<file path="src/rtl/counter_en_ctrl_pkg.sv">
// rtl/counter_en_ctrl_pkg.sv - shared types and default widths for counter_en_ctrl
// Contents: FSM state type and default parameter values for the prescaler and burst counter.
package counter_en_ctrl_pkg;

  localparam int DIV_W_DEF   = 8;
  localparam int BURST_W_DEF = 4;

  typedef enum logic [1:0] {
    ST_IDLE = 2'd0,
    ST_RUN  = 2'd1,
    ST_STEP = 2'd2
  } state_t;

endpackage

</file>
<file path="src/rtl/counter_en_ctrl_tick_prescaler.sv">
// rtl/counter_en_ctrl_tick_prescaler.sv - loadable down-counter with terminal flag and auto-reload
// Ports:
//   clk, rst        clock, synchronous active-low reset
//   load, load_val  load load_val immediately (takes priority over en)
//   en, reload_val  count down while en; on reaching zero reload reload_val
//   tc              terminal flag, high while the count is zero
module tick_prescaler #(
  parameter int W = 8
) (
  input  logic         clk,
  input  logic         rst,
  input  logic         load,
  input  logic [W-1:0] load_val,
  input  logic         en,
  input  logic [W-1:0] reload_val,
  output logic         tc
);

  logic [W-1:0] cnt;

  assign tc = (cnt == '0);

  always_ff @(posedge clk) begin
    if (!rst) begin
      cnt <= '0;
    end else if (load) begin
      cnt <= load_val;
    end else if (en) begin
      cnt <= tc ? reload_val : cnt - W'(1);
    end
  end

endmodule

</file>
<file path="src/rtl/counter_en_ctrl.sv">
// rtl/counter_en_ctrl.sv - enable-pulse generator for a downstream counter (continuous, burst, single step)
// Ports:
//   clk, rst           clock, synchronous active-low reset
//   start, stop, step  commands, priority stop > start > step
//   mode               0 = continuous, 1 = burst
//   div                tick period minus one
//   burst_len          pulses per burst, 0 means 2^BURST_W
//   enable             registered one-cycle enable pulse
//   busy               high while not IDLE
//   done               registered one-cycle completion pulse
//   pulse_cnt          enables issued in the current run (wraps)
module counter_en_ctrl
  import counter_en_ctrl_pkg::*;
#(
  parameter int DIV_W   = DIV_W_DEF,
  parameter int BURST_W = BURST_W_DEF
) (
  input  logic               clk,
  input  logic               rst,
  input  logic               start,
  input  logic               stop,
  input  logic               step,
  input  logic               mode,
  input  logic [DIV_W-1:0]   div,
  input  logic [BURST_W-1:0] burst_len,
  output logic               enable,
  output logic               busy,
  output logic               done,
  output logic [BURST_W-1:0] pulse_cnt
);

  state_t             state, state_nxt;
  logic               enable_nxt, done_nxt;
  logic               latch, inc_cnt, pre_en, pre_tc;
  logic               burst_end;
  logic [DIV_W-1:0]   div_q;
  logic               mode_q;
  logic [BURST_W-1:0] burst_len_q;

  assign busy = (state != ST_IDLE);

  // The enable currently on the output is the last of the burst when the
  // count it produced equals burst_len; burst_len=0 matches on the wrap to 0.
  assign burst_end = enable && mode_q && (pulse_cnt == burst_len_q);

  tick_prescaler #(.W(DIV_W)) u_prescaler (
    .clk       (clk),
    .rst       (rst),
    .load      (latch),
    .load_val  (div),
    .en        (pre_en),
    .reload_val(div_q),
    .tc        (pre_tc)
  );

  always_comb begin
    state_nxt  = state;
    enable_nxt = 1'b0;
    done_nxt   = 1'b0;
    latch      = 1'b0;
    inc_cnt    = 1'b0;
    pre_en     = 1'b0;
    case (state)
      ST_IDLE: begin
        if (stop) begin
          state_nxt = ST_IDLE;
        end else if (start) begin
          state_nxt = ST_RUN;
          latch     = 1'b1;
        end else if (step) begin
          // enable is raised on entry so it is high for the whole STEP cycle
          state_nxt  = ST_STEP;
          enable_nxt = 1'b1;
          inc_cnt    = 1'b1;
        end
      end
      ST_RUN: begin
        if (stop) begin
          state_nxt = ST_IDLE;
        end else if (burst_end) begin
          state_nxt = ST_IDLE;
          done_nxt  = 1'b1;
        end else begin
          pre_en = 1'b1;
          if (pre_tc) begin
            enable_nxt = 1'b1;
            inc_cnt    = 1'b1;
          end
        end
      end
      ST_STEP: begin
        state_nxt = ST_IDLE;
        done_nxt  = !stop;
      end
      default: state_nxt = ST_IDLE;
    endcase
  end

  always_ff @(posedge clk) begin
    if (!rst) begin
      state       <= ST_IDLE;
      enable      <= 1'b0;
      done        <= 1'b0;
      pulse_cnt   <= '0;
      div_q       <= '0;
      mode_q      <= 1'b0;
      burst_len_q <= '0;
    end else begin
      state  <= state_nxt;
      enable <= enable_nxt;
      done   <= done_nxt;
      if (latch) begin
        div_q       <= div;
        mode_q      <= mode;
        burst_len_q <= burst_len;
        pulse_cnt   <= '0;
      end else if (inc_cnt) begin
        pulse_cnt <= pulse_cnt + BURST_W'(1);
      end
    end
  end

endmodule

</file>
<file path="config.mk">
export PLATFORM = sky130hd
export DESIGN_NAME = counter_en_ctrl
export DESIGN_NICKNAME = d
export VERILOG_FILES = /design/src/rtl/counter_en_ctrl_pkg.sv /design/src/rtl/counter_en_ctrl_tick_prescaler.sv /design/src/rtl/counter_en_ctrl.sv
export SDC_FILE = /design/constraint.sdc
export NUM_CORES = 1
export LEC_CHECK = 0
export BUFFER_PORTS_ARGS = -buffer_cell sky130_fd_sc_hd__buf_4
export CAP_MARGIN = 10
export CELL_PAD_IN_SITES_DETAIL_PLACEMENT = 1
export CELL_PAD_IN_SITES_GLOBAL_PLACEMENT = 1
export CORE_MARGIN = 2
export CORE_UTILIZATION = 41
export CTS_CLUSTER_DIAMETER = 150
export DETAILED_ROUTE_END_ITERATION = 10
export PLACE_DENSITY_LB_ADDON = 0.1
export SLEW_MARGIN = 20
export SYNTH_ARGS = -nofsm -noshare
export SYNTH_HDL_FRONTEND = slang
export SYNTH_SLANG_ARGS = --single-unit
</file>
<file path="constraint.sdc">
create_clock -name clk -period 2.33 [get_ports clk]
set_clock_uncertainty 0.15 [all_clocks]
set_input_delay 0 -clock clk [delete_from_list [all_inputs] [get_ports clk]]
set_output_delay 0 -clock clk [all_outputs]
set_load 0.1 [all_outputs]
</file>
== Yosys cells after proc, flatten, opt, wreduce, memory -nomap -nowiden ==
Cells that the tools add are included.
W data, S select, Z words.
Storage, ports and cells
  output and inout port bits: 7
  word-level logic and storage cells: 50
  bits in registers: 29
Cells by class
  multiplexer cells: 25
  reductions and logical operators: 9
  add/subtract/negate cells: 2
  bitwise operators: 1
  equality and inequality tests: 5
Operators with widths (number)
  $mux W8: 3
  $mux W1: 14
  $mux W2: 5
  $logic_not A8 Y1: 1
  $sub A8 B1 Y8 const B: 1
  $add A4 B1 Y4 const B: 1
  $eq A4 B4 Y1: 1
  $ne A4 B4 Y1 const B: 1
  $pmux W1 S2: 2
  $pmux W2 S2: 1
  $reduce_bool A2 Y1: 2
  $ne A3 B3 Y1 const B: 1
  $eq A2 B1 Y1 const B: 1
  $eq A2 B2 Y1 const B: 1
  $logic_and A1 B1 Y1: 2
  $logic_not A2 Y1: 1
  $reduce_and A2 Y1: 1
  $reduce_or A2 Y1: 1
  $logic_not A1 Y1: 1
  $not A1 Y1: 1

== Depth between registers and ports, before layout ==
Gate-level depths: netlist of the first run.
  word-level depth: 7
  mapped depth: 8
  depth with buffers taken out: 7

== Hierarchy ==
From an unflattened synthesis of the first run, not the netlist that was laid out.
Unflattened totals
  cell total of the unflattened synthesis: 188
  area total of the unflattened synthesis: 1601.5 sq um
Modules (own cells, without submodules)
  counter_en_ctrl: cells each 117, area each 1011.0 sq um, instances 1
  tick_prescaler: cells each 71, area each 590.6 sq um, instances 1

== Worst setup path before layout of the first run ==
OpenSTA, ideal clock, no wires.
  kind: register to register
  start: reg pulse_cnt[0]
  end: reg pulse_cnt[3]
  arrival: 2234 ps
  setup slack: -125 ps
  setup time: 71 ps
  required time: 2109 ps
  cell stages (with the launch flop): 7
  path through: dfxtp_1 > xnor2_1 > and3_1 > buf_2 > a211o_1 > a2111o_1 > o21ai_1
Between the ends
  word-level cells in the longest chain between the ends: 5
  elaborated cells between the ends (all ways): 6
  those cells by class: add/sub (1); eq/ne (1); mux (3); reduce/logical (1)
RTL lines
  start: declaration: RTL line counter_en_ctrl.sv:29  | output logic [BURST_W-1:0] pulse_cnt
  start signal: assignment: RTL line counter_en_ctrl.sv:118  | pulse_cnt <= pulse_cnt + BURST_W'(1);
  $eq A4 B4 Y1: RTL line counter_en_ctrl.sv:44  | assign burst_end = enable && mode_q && (pulse_cnt == burst_len_q);
  $logic_and A1 B1 Y1: RTL line counter_en_ctrl.sv:44
  $mux W1: RTL line counter_en_ctrl.sv:80  | end else if (burst_end) begin
  $mux W1: RTL line counter_en_ctrl.sv:78  | if (stop) begin
  $pmux W1 S2: RTL line counter_en_ctrl.sv:63  | case (state)
Several ways; a longest one is shown, not always the timed one.
A chain may end at the register's enable or synchronous reset.

== Worst setup path after layout of the first run ==
  start: reg pulse_cnt[0]
  end: reg state[0]
Between the ends
  word-level cells in the longest chain between the ends: 4
RTL lines
  $eq A4 B4 Y1: RTL line counter_en_ctrl.sv:44
  $logic_and A1 B1 Y1: RTL line counter_en_ctrl.sv:44
  $ne A3 B3 Y1 (no source line)
  $reduce_and A2 Y1 (no source line)
  end signal: assignment: RTL line counter_en_ctrl.sv:109  | state <= state_nxt;
  end: declaration: RTL line counter_en_ctrl.sv:32  | state_t state, state_nxt;
No other way between the ends.

==> results of run 1 <==
power by group:
part / internal [µW] / switching [µW] / total [µW]
combinational: 134 / 164 / 297
clock: 206 / 199 / 405
sequential: 523 / 32.6 / 555
routing by layer:
metal / wire length [µm] / part of all wire
met1: 2088 / 0.47
met5: 0 / 0
met3: 153 / 0.035
met2: 2075 / 0.47
met4: 82 / 0.019
final cells by class:
type | instances | share of cell area
Clock buffer | 6 | 0.03483
Clock inverter | 2 | 0.004805
Inverter | 5 | 0.009009
Multi-Input combinational cell | 153 | 0.4462
Sequential cell | 29 | 0.2805
Tap cell | 48 | 0.02883
Timing Repair Buffer | 48 | 0.1958
flip-flops by register name (all words and copies together) (netlist names):
register,flops
div_q,8
pulse_cnt,4
done,1
mode_q,1
burst_len_q,4
u_prescaler.cnt,8
enable,1
state,2
placed cells by master, fill, tap and decap left out, types with 5 or more instances in the layout:
| master | count |
|---|---|
| nand3_1 | 6 |
| clkbuf_8 | 5 |
| inv_1 | 5 |
| buf_4 | 29 |
| nor2_1 | 5 |
| a31oi_1 | 6 |
| nand2_1 | 40 |
| o21ai_0 | 14 |
| dlygate4sd3_1 | 19 |
| nor3_1 | 7 |
| a21boi_0 | 15 |
| dfxtp_1 | 26 |
| ha_1 | 6 |
| a21oi_1 | 12 |
| o211ai_1 | 5 |
worst reg2reg max path, cell delays in order, from the launching register on:
cell	delay, ns
dfxtp_2	0.40
xnor2_1	0.13
and3_1	0.31
a21o_2	0.32
nand4_1	0.12
dlygate4sd3_1	0.57
nand2_1	0.07
timing repair:
action                                  CTS  global route
setup buffers                             0             1
hold endpoints to repair                 28             0
hold buffers                             19             0
endpoints found under the setup margin    0             1
per-stage QoR:
step / util / hold slack (ns)
final: 0.5648 / 0.3234
after global routing: 0.5648 / 0.3562
after CTS: 0.5628 / 0.3250
after detailed placement: 0.4888 / 0.06001
after global placement: 0.4888 / 0.05390
after floorplan: - / -0.07340
worst min path at each step:
stage,start,endpoint,slack [ns],cells after the start
detailed placement,stop,done,0.06,2
global placement,stop,done,0.05,2
finish,div_q[3],div_q[3],0.32,2
CTS,div_q[3],div_q[3],0.32,2
floorplan,stop,done,-0.07,1
global route,div_q[2],div_q[2],0.36,2
cell families after synthesis:
group,Yosys count,share of synthesized area
simple gates,76,0.2405
compound gates,65,0.2675
flops,29,0.3683
buf+inv,15,0.04207
fa+ha+maj,6,0.04762
xor+xnor,5,0.02778
mux,1,0.006349
==> run metrics, run 1 <==
Setup CP Type reg2reg; Die Y 66.01 µm; Die Width 66.01 µm; grt peak-use layer met2; Synth Register Bits 29; syn nets about 220; Total GRT Usage 0.2296; GR Util met1 0.2813; setup ws final 0.2162 ns; Filler cells roughly 460; placed cells about 260; cell family contributing the most delay on the critical path buffers and inverters; setup tns final 0 ns; routed wire length ~4.4 mm; cell taking the most area after synthesis dfxtp_1; initial core utilization 0.4274; Setup crit end state[0]; Min-Delay Path Class reg2reg; cells after synthesis between 150 and 200; Worst slew margin 0.6123; Yosys top cell area share 0.3683; reg2reg end state[0]; Max clock buf depth 2; outcome completed; RSZ-0062 raised after global routing no; final setup vio count 0; Worst path max stage delay between 0.5 and 0.6 ns; mapped cell area ~1600 µm²; top post-synthesis cells by area dfxtp_1 (37%), nand2_1 (9.5%), a21boi_0 (7.1%); GR Util met3 0.05622; # resized after CTS 0; pwr dens slightly above 600 nW/µm²; clock latency on the worst-skew pair between 0.2 and 0.3 ns; Reg2Reg Depth 6; max-slew violation count 0; Clock transition at path regs ~0.07 ns; gr ovfl total 0; Slowest-stage cell, CP dlygate4sd3_1; pre-CTS setup slack between 0.15 and 0.2 ns; DRC errors left 0; nets approximately 270; Most used DFF post-synth dfxtp_1; FF-to-FF Start pulse_cnt[0]; most common cell in the netlist nand2_1; Vias/cell 5.392; die footprint around 4400 µm²; number of buffers and inverters on the critical path 1; CP cell instances xnor2_1, and3_1, a21o_2, nand4_1, dlygate4sd3_1, nand2_1; via count 1569; number of flops mapped to enable cells by yosys 0; fmax ~470 MHz; final hold vios 0; register area share after synthesis 0.3683; drt pass-1 iters 4; Clock Tree Root clkbuf_8; H-tree levels 2; CP max FO 11; port buffer count 24; FF+latch area roughly 600 µm²; Ports 25; fin cells approximately 290; Static Leak around 0.00083 µW; CP arrival 2.20 ns; period utilization 0.9072; Final Wtd Congestion about 0.81; Area Overhead vs Synth 32.14%; Worst-Margin Slew approximately 0.58 ns; crit start category flip-flop; Avg WL per Cell roughly 15 µm; DP HPWL around 3 mm; layout cells sized above 1 0.1934; CTS tree built; FF-to-FF setup slack about 0.22 ns; worst path required time 2.42 ns; # Max-Cap Violations 0; Initial DRC Count between 90 and 100; area occupied by multi-input gates ~930 µm²; vias in the first global route 1603; Pwr Total 1258 µW; initial antenna violation count 0; pin count of the biggest net entering global routing 30; Post-DP Area between 1500 and 2000 µm²; crit path time final around 2.1 ns; Crit. Startpoint pulse_cnt[0]; Avg Cell Area, Syn roughly 8 µm²; CTS Buf Count 5; first-pass GRT wire length 7.431 mm; core area 3689 µm²; Yosys warning count 0; peak supply drop 0.3586 mV; CP Capture Type flip-flop; WP depth 6; M2 GR Usage 0.3725; TritonCTS Sinks 29; Site Rows 22; ANT nets after route 0; ys async rst share 0; Post-synth top cells nand2_1 (40), dfxtp_1 (29), a21boi_0 (15); Finished Cell Area 2083 µm²; antenna cells 0; Yosys cell types 43
(Power assumes the default switching activity.)
==> run 2, diff against run 1 <==
HOLD_SLACK_MARGIN = 0.03   (was not set)
PLACE_DENSITY = 0.83   (was not set)
PLACE_DENSITY_LB_ADDON = not set   (was 0.1)
==> run 2 against run 1 <==
Compared with the run above: global-route usage increased by 0.59 points; die area is the same; wire length rose by 5.7%; via count increased by 3.2%; cell area rose by 2.1%; register-to-register slack got worse by 0.09 ns; flip-flop and latch count stayed put; combinational power rose by 3%; critical path type unchanged.
==> run metrics, run 2 (synthesis gave the netlist of run 1 again) <==
Total GRT Usage 0.2355; crit path time final about 2.2 ns; CP arrival between 2 and 2.5 ns; max-slew violation count 0; die footprint 4357 µm²; ANT nets after route 0; nets 269; fin cells ~300; Post-DP Area about 1800 µm²; Worst slew margin 0.7314; Final Wtd Congestion around 0.84; worst path required time around 2.4 ns; hold depth 2; first-pass GRT wire length roughly 7.6 mm; antenna cells 0; Vias/cell 5.507; initial core utilization 0.4274; cell repeated most along the worst path nand2_1; pwr dens 593.9 nW/µm²; CP Capture Type flip-flop; Max clock buf depth 2; DRC errors left 0; Site Rows 22; crit start category flip-flop; reg2reg end div_q[4]; CP max FO 12; via count 1619; most frequent cells in the layout nand2_1 (40), buf_4 (27), dfxtp_1 (26); peak supply drop roughly 0.34 mV; hold path endpoint mode_q; largest registers div_q x8, u_prescaler.cnt x8; pin count of the biggest net entering global routing 30; routed wire length ~4.7 mm; Clock Tree Root clkbuf_8; Worst path max stage delay approximately 0.59 ns; FF-to-FF setup slack ~0.12 ns; gr ovfl total 0; final hold vios 0; Clock transition at path regs 0.06 ns; RSZ-0062 raised after global routing no; H-tree levels 2; drt pass-1 iters 4; Static Leak between 0.0008 and 0.0009 µW; postcts setup bufs 0; Setup CP Type reg2reg; period utilization 0.9476; Worst-Margin Slew roughly 0.40 ns; fmax between 400 and 500 MHz; Finished Cell Area 2127 µm²; CTS tree built; placed cells roughly 260; outcome completed; CP cell instances inv_1, ha_1, nor2b_1, nand2_1, buf_6, nand2_1, a21boi_0, dlygate4sd3_1; setup ws final around 0.12 ns; port buffer count 24; initial antenna violation count 0; core area 3689 µm²; DP HPWL between 3 and 4 mm; Min-Delay Path Class reg2reg; CTS Buf Count 5; most common cell after layout, fill and taps aside nand2_1; setup tns final 0 ns; TritonCTS Sinks 29; Slowest-stage cell, CP dlygate4sd3_1; Initial DRC Count 70; Die Y ~66 µm; Avg WL per Cell between 15 and 20 µm; Ports 25; Reg2Reg Depth 8; FF-to-FF Start state[0]; final setup vio count 0; vias in the first global route about 1600; layout cells sized above 1 0.1829; cell family contributing the most delay on the critical path buffers and inverters; number of buffers and inverters on the critical path 3; pre-CTS setup slack around 0.21 ns; # Max-Cap Violations 0; worst hold start mode_q; Area Overhead vs Synth 34.92%; Die Width 66.01 µm; clock latency on the worst-skew pair roughly 0.29 ns
-- run 2: cell count changes in the layout (fill, tap and decap cells not counted), sizes merged --
cell	delta
buf	-1
dlygate4sd3	+4
clkbuf	+2
clkinv	-2
-- run 2: final cells by class --
class | count | area (µm²)
clock buffer | 8 | 80.08
fill | 456 | 1562
inverter | 5 | 18.77
multi-input combinational | 153 | 939.7
sequential | 29 | 584.3
tap | 48 | 60.06
timing repair buffer | 51 | 444.2
-- run 2: repair_timing --
item	4_1_cts	5_1_grt
gates resized for setup	0	5
hold buffers	23	0
setup endpoints to repair	0	4
endpoints found under the hold margin	29	0
-- run 2: worst min-delay path: stages, from the launching register on --
cell	delay, ns
dfxtp_1	0.31
nand2_1	0.05
a21boi_0	0.06
-- run 2: power by group --
part           switching [µW]  internal [µW]
Combinational             170            135
Sequential               33.0            523
Clock                     190            212
Total                     393            870
-- run 2: metrics by stage --
step / power, µW / util / hold WS [ns]
6_report: 1263 / 0.5767 / 0.3139
5_1_grt: 1330 / 0.5767 / 0.3576
4_1_cts: 1260 / 0.5729 / 0.3227
3_5_place_dp: 831.1 / 0.4888 / 0.05765
3_3_place_gp: 815.5 / 0.4888 / 0.05488
2_1_floorplan: 747.2 / - / -0.07340
-- run 2: routing by layer --
layer  share of wire  vias up  wire length, µm  track usage
met5               0        -                0            0
met4           0.015        0               68      0.07653
met3           0.029        5              133      0.05622
met2            0.53       29             2463       0.4394
met1            0.43      788             1984       0.2597
li1                -      797                -            -
-- run 2: worst max path at each step --
stage,from,endpoint,slack [ns],depth (start not counted)
floorplan,pulse_cnt[1],u_prescaler.cnt[7],0.02,6
global placement,u_prescaler.cnt[0],pulse_cnt[3],0.32,7
detailed placement,u_prescaler.cnt[0],pulse_cnt[3],0.21,7
CTS,state[0],div_q[3],0.03,7
global route,state[0],div_q[4],0.001,8
finish,state[0],div_q[4],0.12,8
==> run 3, diff against run 2 <==
GPL_TIMING_DRIVEN = 0   (was not set)
==> run 3 against run 2 <==
Compared with the run above: power shrank 1.7%; flip-flop and latch count is the same; via count shrank 1.8%; worst setup slack gained 0.092 ns; non-clock buffer count grew 1; first-iteration DRC count shrank 1.4%; critical path type unchanged; global-route usage shrank 0.30 points; sequential power shrank 0.9%.
==> run metrics, run 3 (synthesis gave the netlist of run 1 again) <==
outcome completed; crit start category flip-flop; peak supply drop 0.4315 mV; TritonCTS Sinks 29; Total GRT Usage 0.2325; CTS tree built; largest registers div_q x8, u_prescaler.cnt x8; ANT nets after route 0; Clock transition at path regs around 0.06 ns; FF+latch area 584.3 µm²; core area 3689 µm²; Static Leak 0.0008283 µW; routed wire length roughly 4.5 mm; Clock Tree Root clkbuf_8; Worst path max stage delay 0.53 ns; nets 270; DP HPWL roughly 3.2 mm; port buffer count 23; via count about 1600; most common cell after layout, fill and taps aside nand2_1; Min-Delay Path Class reg2reg; CTS Buf Count 5; CP arrival 2.13 ns; layout cells sized above 1 0.1959; Ports 25; CP Capture Type flip-flop; placed cells roughly 270; Die Width 66.01 µm; period utilization 0.9082; setup tns final 0 ns; Avg WL per Cell 15.33 µm; Final Wtd Congestion between 0.8 and 0.9; Sw Pwr between 300 and 400 µW; area occupied by multi-input gates 934.6 µm²; Worst slew margin 0.6700; Finished Cell Area between 2000 and 2500 µm²; pwr dens ~600 nW/µm²; drt pass-1 iters 4; Initial DRC Count around 70; Site Rows 22; Area Overhead vs Synth 32.30%; Vias/cell ~5.4; H-tree levels 2; initial antenna violation count 0; vias in the first global route 1659; pin count of the biggest net entering global routing 11; Filler cells 456; first-pass GRT wire length just under 8 mm; Post-Route Utilization 0.5655; RSZ-0062 raised after global routing no; sw frac 0.3116; gr ovfl total 0; most frequent cells in the layout nand2_1 (40), dfxtp_1 (26), buf_4 (25); clock latency on the worst-skew pair roughly 0.28 ns; Worst-Margin Slew 0.4950 ns; antenna cells 0; Post-DP Area ~1800 µm²; worst path required time 2.34 ns; Max clock buf depth 2; Hold Slack 0.3144 ns; combinational share of power 0.247; internal power about 850 µW; Slowest-stage cell, CP or4b_4; final hold vios 0; DRC errors left 0; clock share of power 0.309; CP max FO 5; final setup vio count 0; fin cells between 200 and 300; crit path time final roughly 2.1 ns; die footprint 4357 µm²; CP cell instances inv_1, ha_1, or4b_4, nor3_2, a21boi_1, o21ai_1, mux2i_1; Die Y about 66 µm; max-slew violation count 0; fmax around 470 MHz; Setup CP Type reg2reg; Seq pwr share 0.444; # Max-Cap Violations 0; initial core utilization 0.4274
run 3: critical path, delay by kind of cell (launching register included):
| family | cells | cell delay [ns] |
|---|---|---|
| compound gates | 2 | 0.38 |
| fa+ha+maj | 1 | 0.23 |
| buf+inv | 1 | 0.09 |
| flops | 1 | 0.34 |
| mux | 1 | 0.13 |
| simple gates | 2 | 0.68 |
run 3: layer usage:
metal	track usage	up-vias	share of wire	routed length (µm)
met4	0.05357	0	0.0094	42
met5	0	-	0	0
met2	0.4179	29	0.50	2255
li1	-	796	-	-
met1	0.2780	761	0.45	2037
met3	0.05622	4	0.035	155
run 3: area by class of cell:
type	count	share of cell area
Multi-Input combinational cell	153	0.4481
Buffer	9	0.02220
Timing Repair Buffer	43	0.1764
Sequential cell	29	0.2801
Clock inverter	1	0.002400
Inverter	5	0.008998
Clock buffer	5	0.03299
Tap cell	48	0.02879
run 3: what timing repair did:
| action | CTS | global route |
|---|---|---|
| hold endpoints to repair | 26 | 0 |
| setup endpoints to repair | 2 | 7 |
| hold buffers | 18 | 0 |
| buffers inserted | 0 | 2 |
| gates resized for setup | 1 | 3 |
run 3: path summary, 6_finish.rpt:
kind / startpoint / to / cells past startpoint / slack (ns)
min: mode_q / mode_q / 2 / 0.31
min reg2reg: mode_q / mode_q / 2 / 0.31
max: u_prescaler.cnt[0] / pulse_cnt[2] / 7 / 0.21
max reg2reg: u_prescaler.cnt[0] / pulse_cnt[2] / 7 / 0.21
run 3: power by group through the flow:
stage          clock [µW]  sequential (µW)  combinational [µW]
6_report              383              551                 307
2_1_floorplan           0              567                 180
3_3_place_gp            0              560                 261
4_1_cts               395              551                 296
3_5_place_dp            0              562                 270
5_1_grt               416              555                 341
run 3: per-stage QoR:
stage / total power [µW] / setup WS (ns)
after floorplan: 747.2 / 0.01531
after global placement: 821.2 / 0.1563
after detailed placement: 832.0 / 0.008761
after CTS: 1242 / 0.1155
after global routing: 1313 / 0.04997
final: 1242 / 0.2138
